===== config.mk =====
export PLATFORM = sky130hd
export DESIGN_NAME = gate_selftest_seq_flat
export DESIGN_NICKNAME = d
export VERILOG_FILES = /design/src/rtl/gate_selftest_seq_pkg.sv /design/src/rtl/gate_selftest_seq_if.sv /design/src/rtl/gate_selftest_seq_settle_timer.sv /design/src/rtl/gate_selftest_seq.sv /design/src/flat_wrapper.sv
export SDC_FILE = /design/constraint.sdc
export NUM_CORES = 1
export LEC_CHECK = 0
export CAP_MARGIN = 20
export CORE_MARGIN = 3
export CORE_UTILIZATION = 46
export CTS_BUF_LIST = sky130_fd_sc_hd__clkbuf_2
export DETAILED_ROUTE_END_ITERATION = 7
export MAX_ROUTING_LAYER = met4
export PLACE_DENSITY = 0.83
export SYNTH_ARGS = -nofsm -noshare
export SYNTH_HDL_FRONTEND = slang
export SYNTH_HIERARCHICAL = 1
export SYNTH_SLANG_ARGS = --single-unit

===== constraint.sdc =====
create_clock -name clk -period 1.95 [get_ports clk]
set_clock_uncertainty 0.2 [all_clocks]
set_input_delay 0.39 -clock clk [delete_from_list [all_inputs] [get_ports clk]]
set_output_delay 0.39 -clock clk [all_outputs]
set_load 0.01 [all_outputs]

===== src/rtl/gate_selftest_seq_pkg.sv =====
// Shared definitions for the gate-block self-test sequencer: result bit map, FSM encoding
// and the reference result bundle for a given operand pair.
package gate_selftest_pkg;

  localparam int RES_AND   = 0;
  localparam int RES_OR    = 1;
  localparam int RES_XOR   = 2;
  localparam int RES_NAND  = 3;
  localparam int RES_NOR   = 4;
  localparam int RES_XNOR  = 5;
  localparam int RES_NOT_A = 6;
  localparam int RES_NOT_B = 7;

  localparam logic [1:0] ST_IDLE   = 2'd0;
  localparam logic [1:0] ST_SETTLE = 2'd1;
  localparam logic [1:0] ST_SAMPLE = 2'd2;
  localparam logic [1:0] ST_DONE   = 2'd3;

  function automatic logic [7:0] expected_res(input logic a, input logic b);
    logic [7:0] r;
    r            = 8'h00;
    r[RES_AND]   = a & b;
    r[RES_OR]    = a | b;
    r[RES_XOR]   = a ^ b;
    r[RES_NAND]  = ~(a & b);
    r[RES_NOR]   = ~(a | b);
    r[RES_XNOR]  = ~(a ^ b);
    r[RES_NOT_A] = ~a;
    r[RES_NOT_B] = ~b;
    return r;
  endfunction

endpackage


===== src/rtl/gate_selftest_seq_if.sv =====
// Operand/result bus between the self-test sequencer (master) and the gate block (slave).
interface gate_selftest_seq_if;
  logic       gate_a;
  logic       gate_b;
  logic [7:0] gate_res;

  modport master (output gate_a, output gate_b, input gate_res);
  modport slave  (input gate_a, input gate_b, output gate_res);
endinterface


===== src/rtl/gate_selftest_seq_settle_timer.sv =====
// 4-bit settle down-counter; expired is high when the count is zero.
// The count holds the settle cycles remaining after the current one, so the load value is one less.
module gate_settle_timer #(
  parameter int SETTLE_CYCLES = 2
) (
  input  logic clk,
  input  logic rst_n,
  input  logic i_load,
  output logic o_expired
);

  localparam logic [3:0] LOAD_VAL = (SETTLE_CYCLES == 0) ? 4'd0 : 4'(SETTLE_CYCLES - 1);

  logic [3:0] r_cnt;

  always_ff @(posedge clk or negedge rst_n) begin
    if (!rst_n) begin
      r_cnt <= 4'd0;
    end else if (i_load) begin
      r_cnt <= LOAD_VAL;
    end else if (r_cnt != 4'd0) begin
      r_cnt <= r_cnt - 4'd1;
    end
  end

  assign o_expired = (r_cnt == 4'd0);

endmodule


===== src/rtl/gate_selftest_seq.sv =====
// Self-test driver/checker for the two-input gate block: sweeps ab=00..11, compares results.
// Optional first-failure capture ports when GATE_SELFTEST_LOG_EN is defined.
module gate_selftest_seq
  import gate_selftest_pkg::*;
#(
  parameter int SETTLE_CYCLES = 2,
  parameter int NUM_PASSES    = 1
) (
  input  logic                 clk,
  input  logic                 rst_n,
  input  logic                 start,
  gate_selftest_seq_if.master  gate_bus,
  output logic                 busy,
  output logic                 done,
  output logic                 pass,
`ifdef GATE_SELFTEST_LOG_EN
  output logic                 first_fail_valid,
  output logic [1:0]           first_fail_ab,
  output logic [7:0]           first_fail_res,
`endif
  output logic [7:0]           fail_vec
);

  localparam logic [3:0] LAST_PASS = 4'(NUM_PASSES - 1);
  // With no settle time every vector goes straight to its sample cycle.
  localparam logic [1:0] ST_WAIT   = (SETTLE_CYCLES == 0) ? ST_SAMPLE : ST_SETTLE;

  logic [1:0] r_state;
  logic [1:0] r_vec;
  logic [3:0] r_pass_cnt;
  logic [1:0] r_ab;
  logic       r_busy;
  logic       r_pass;
  logic [7:0] r_fail_vec;

  logic [7:0] w_mismatch;
  logic [7:0] w_fail_nxt;
  logic       w_accept;
  logic       w_last;
  logic       w_continue;
  logic       w_expired;

  assign w_mismatch = gate_bus.gate_res ^ expected_res(r_ab[1], r_ab[0]);
  assign w_fail_nxt = r_fail_vec | w_mismatch;
  assign w_accept   = (r_state == ST_IDLE) && start;
  assign w_last     = (r_vec == 2'd3) && (r_pass_cnt >= LAST_PASS);
  assign w_continue = (r_state == ST_SAMPLE) && !w_last;

  gate_settle_timer #(
    .SETTLE_CYCLES (SETTLE_CYCLES)
  ) u_timer (
    .clk       (clk),
    .rst_n     (rst_n),
    .i_load    (w_accept | w_continue),
    .o_expired (w_expired)
  );

  always_ff @(posedge clk or negedge rst_n) begin
    if (!rst_n) begin
      r_state    <= ST_IDLE;
      r_vec      <= 2'd0;
      r_pass_cnt <= 4'd0;
      r_ab       <= 2'b00;
      r_busy     <= 1'b0;
      r_pass     <= 1'b0;
      r_fail_vec <= 8'h00;
    end else begin
      case (r_state)
        ST_IDLE: begin
          if (start) begin
            r_busy     <= 1'b1;
            r_pass     <= 1'b0;
            r_fail_vec <= 8'h00;
            r_vec      <= 2'd0;
            r_ab       <= 2'b00;
            r_pass_cnt <= 4'd0;
            r_state    <= ST_WAIT;
          end
        end
        ST_SETTLE: begin
          if (w_expired) r_state <= ST_SAMPLE;
        end
        ST_SAMPLE: begin
          r_fail_vec <= w_fail_nxt;
          if (r_vec != 2'd3) begin
            r_vec   <= r_vec + 2'd1;
            r_ab    <= r_vec + 2'd1;
            r_state <= ST_WAIT;
          end else if (!w_last) begin
            r_vec      <= 2'd0;
            r_ab       <= 2'b00;
            r_pass_cnt <= r_pass_cnt + 4'd1;
            r_state    <= ST_WAIT;
          end else begin
            // The verdict must include this final sample, hence w_fail_nxt.
            r_busy  <= 1'b0;
            r_pass  <= (w_fail_nxt == 8'h00);
            r_state <= ST_DONE;
          end
        end
        default: begin
          r_state <= ST_IDLE;
        end
      endcase
    end
  end

`ifdef GATE_SELFTEST_LOG_EN
  logic       r_ff_vld;
  logic [1:0] r_ff_ab;
  logic [7:0] r_ff_res;

  always_ff @(posedge clk or negedge rst_n) begin
    if (!rst_n) begin
      r_ff_vld <= 1'b0;
      r_ff_ab  <= 2'b00;
      r_ff_res <= 8'h00;
    end else if (w_accept) begin
      r_ff_vld <= 1'b0;
      r_ff_ab  <= 2'b00;
      r_ff_res <= 8'h00;
    end else if ((r_state == ST_SAMPLE) && (w_mismatch != 8'h00) && !r_ff_vld) begin
      r_ff_vld <= 1'b1;
      r_ff_ab  <= r_ab;
      r_ff_res <= gate_bus.gate_res;
    end
  end

  assign first_fail_valid = r_ff_vld;
  assign first_fail_ab    = r_ff_ab;
  assign first_fail_res   = r_ff_res;
`endif

  assign gate_bus.gate_a = r_ab[1];
  assign gate_bus.gate_b = r_ab[0];
  assign busy            = r_busy;
  assign done            = (r_state == ST_DONE);
  assign pass            = r_pass;
  assign fail_vec        = r_fail_vec;

endmodule


===== src/flat_wrapper.sv =====
// flat-port wrapper written by rule: the top's interface ports become plain ports
module gate_selftest_seq_flat import gate_selftest_pkg::*;
#(
  parameter int SETTLE_CYCLES = 2,
  parameter int NUM_PASSES    = 1
)
  (clk, rst_n, start, busy, done, pass, fail_vec, gate_bus_gate_a, gate_bus_gate_b, gate_bus_gate_res);
  gate_selftest_seq_if gate_bus_i ();
  input  logic clk;
  input  logic rst_n;
  input  logic start;
  output logic busy;
  output logic done;
  output logic pass;
  output logic [7:0] fail_vec;
  output wire logic [$bits(gate_bus_i.gate_a)-1:0] gate_bus_gate_a;
  output wire logic [$bits(gate_bus_i.gate_b)-1:0] gate_bus_gate_b;
  input wire logic [$bits(gate_bus_i.gate_res)-1:0] gate_bus_gate_res;
  assign gate_bus_gate_a = gate_bus_i.gate_a;
  assign gate_bus_gate_b = gate_bus_i.gate_b;
  assign gate_bus_i.gate_res = gate_bus_gate_res;
  gate_selftest_seq #(.SETTLE_CYCLES(SETTLE_CYCLES), .NUM_PASSES(NUM_PASSES)) u_core (.clk(clk), .rst_n(rst_n), .start(start), .gate_bus(gate_bus_i), .busy(busy), .done(done), .pass(pass), .fail_vec(fail_vec));
endmodule

==> impl_metrics.toml, run 1 <==
[clock_network]
cts-htree-levels = 1
cts_root_buffer = "clkbuf_2"
clk_latency_ps = 290
clk_pin_slew_ps = 170
cts_tree = "done"
holdBufCountCts = 0
cts_buffers = 3
clock-sinks = 18
clk_path_buf_depth = 2

[grt]
antenna_found_initial = 0
overflow = 0
grt_pass1_vias = 896
grt_max_degree = 19
grt_pass1_wl_um = 4036
grt_usage = 0.1995

[synthesis]
synth_edf_count = 0
syn_inst = 110
synth.distinct_cells = 32
yosys-top-cells-area = "dfrtp_1, a21oi_1, ha_1, nor2_1, xnor2_1"
avgSynthCellArea_um2 = 9.486
yosys-top-cells-count = "a21oi_1, dfrtp_1, nor2_1"
synth_nets = 125
synth_ff_type = "dfrtp_1"
synth_top_area_share = 0.4317
ys_ff_latch = 18
yosys.area.top_type = "dfrtp_1"
ys_warn_count = 6
synth_area_um2 = 1044
yosysMostFrequentCell = "a21oi_1"
ys_async_sr_fraction = 1.000
seq_area_frac_synth = 0.4317

[hold_path]
hold_class = "primary input to asynchronous set/reset pin"

[routing]
drtIter0Drc = 25
wl_per_cell_um = 13.86
firstDrtPassIters = 4
drc = 0
vias = 907
wirelength_um = 2356
routed_via_density = 5.335
ant_nets = 0

[critical_path]
end_kind = "flip-flop"
arrival_ps = 1940
timing.rr.start = "u_core/r_ab[1]"
max_stage_delay_ps = 530
critical_path.top_delay_family = "simple AND/OR/NAND/NOR gates"
worst-path-max-fanout = 2
critPathBufInv = 1
criticalPathCategory = "flip-flop to flip-flop"
crit_slowest_cell = "or4b_4"
crit_path_start = "u_core/r_ab[1]"
crit_path_start_kind = "flip-flop"
path_cells = "buf_4 > ha_1 > xnor2_1 > or4b_4 > o31ai_2"
critPathRequiredTime_ps = 1970

[final_layout]
multi_input_area_um2 = 560.5
drive_gt1_frac = 0.1538
register_area_um2 = 450.4
area_delta_synth_final_pct = 35.49
nNetsFinal = 159
diodes = 0
fin_util = 0.6857
fillers = 152

[power]
vdd_drop_max_mv = 0.7043
power.density_nw_per_um2 = 1143
p_leak_uw = 0.0006891
power.total_uw = 1616

[die]
die_area_um2 = 2876
dieHeight_um = 53.63
ios = 24
core_area_um2 = 2062
initial_core_util = 0.5061
fp.dieW_um = 53.63
rows = 16

[outcome]
outcome = "completed"

[timing]
slew_viol_final = 0
fmax_mhz = 522.6
timing.hold.ws_ps = 190.2
post-route-period-util = 0.9812
finalHoldViolations = 0
worst_pin_slew_ps = 369.7
setup_violations = 0
rsz0062_at_grt = "true"
fin_ws_ps = 36.66
tns_ps = 0
slew_headroom = 0.7509
finalCriticalPeriod_ps = 1913

[placement]
dp_hpwl_um = 1776
place_ws_ps = -39.61
io_buffers = 23
gp_congestion = 0.7817

[job]
cap_viol_max_count = 0
-- cells in the final DEF (no fill, tap or decap), types with 4 or more instances in the layout --
| master | count |
|---|---|
| buf_4 | 12 |
| inv_1 | 6 |
| o21ai_0 | 5 |
| dlymetal6s2s_1 | 4 |
| nor2_1 | 13 |
| xnor2_1 | 5 |
| a21oi_1 | 19 |
| ha_1 | 4 |
| dfrtp_1 | 18 |
| xor2_1 | 4 |
| clkdlybuf4s50_1 | 17 |
-- layer usage --
layer | track usage | vias up | share of wire
met5 | - | - | 0
met4 | 0.05106 | 0 | 0.0051
met3 | 0.02770 | 2 | 0.069
met2 | 0.3061 | 35 | 0.47
met1 | 0.2775 | 424 | 0.46
li1 | - | 446 | -
-- through the flow --
step	area, um2	std cells
after CTS	1375	168
final	1414	170
after detailed placement	1351	163
after global placement	1351	163
after floorplan	1044	110
after global routing	1414	170
-- registers in the layout, summed over array words and instances (netlist names) --
| name | count |
|---|---|
| u_core/fail_vec | 8 |
| u_core/u_timer/r_cnt | 4 |
| u_core/r_ab | 2 |
| u_core/r_state | 2 |
| u_core/busy | 1 |
| u_core/pass | 1 |
-- path summary, 6_finish.rpt --
kind	end	slack, ps	cells past startpoint
max	u_core/pass	40	5
min	u_core/u_timer/r_cnt[3]	190	2
max reg2reg	u_core/pass	40	5
min reg2reg	u_core/u_timer/r_cnt[1]	370	2
max in group asynchronous	u_core/busy	1160	2
min in group clk	u_core/u_timer/r_cnt[1]	370	2
-- repair_timing --
item,in CTS,in global routing
gates cloned,0,0
endpoints found under the hold margin,0,0
resized for setup,2,7
setup buffers,1,2
setup endpoints to repair,2,6
-- report_power, final --
part           internal [uW]  switching, uW
clock network           44.6            112
registers                468           76.2
logic                    463            452
total                    975            641
-- cells by family after synthesis --
kind of cell               Yosys count  synth area share
adders and majority gates            4           0.04796
AOI/OAI and AO/OA                   31            0.1763
DFF                                 18            0.4317
buffers and inverters               12           0.04436
and+or+nand+nor                     32            0.1847
muxes                                4           0.03957
xor gates and xnor gates             9           0.07553
-- area by class of cell --
class / count / area share
flip-flops and latches: 18 / 0.3186
multi-input cells: 80 / 0.3965
clock buffers: 3 / 0.01062
inverters: 6 / 0.01593
repair buffers: 35 / 0.2319
clock inverters: 1 / 0.002655
well taps: 27 / 0.02389
No activity file was read; power rests on OpenSTA's default activity.
==> inputs of run 2 (changes only) <==
--- a/config.mk
+++ b/config.mk
@@ -12,6 +12,7 @@
 export DETAILED_ROUTE_END_ITERATION = 7
 export MAX_ROUTING_LAYER = met4
 export PLACE_DENSITY = 0.83
+export SLEW_MARGIN = 0
 export SYNTH_ARGS = -nofsm -noshare
 export SYNTH_HDL_FRONTEND = slang
 export SYNTH_HIERARCHICAL = 1
==> results of run 2 <==
Final layout, timing and power as in run 1 (identical DEF).
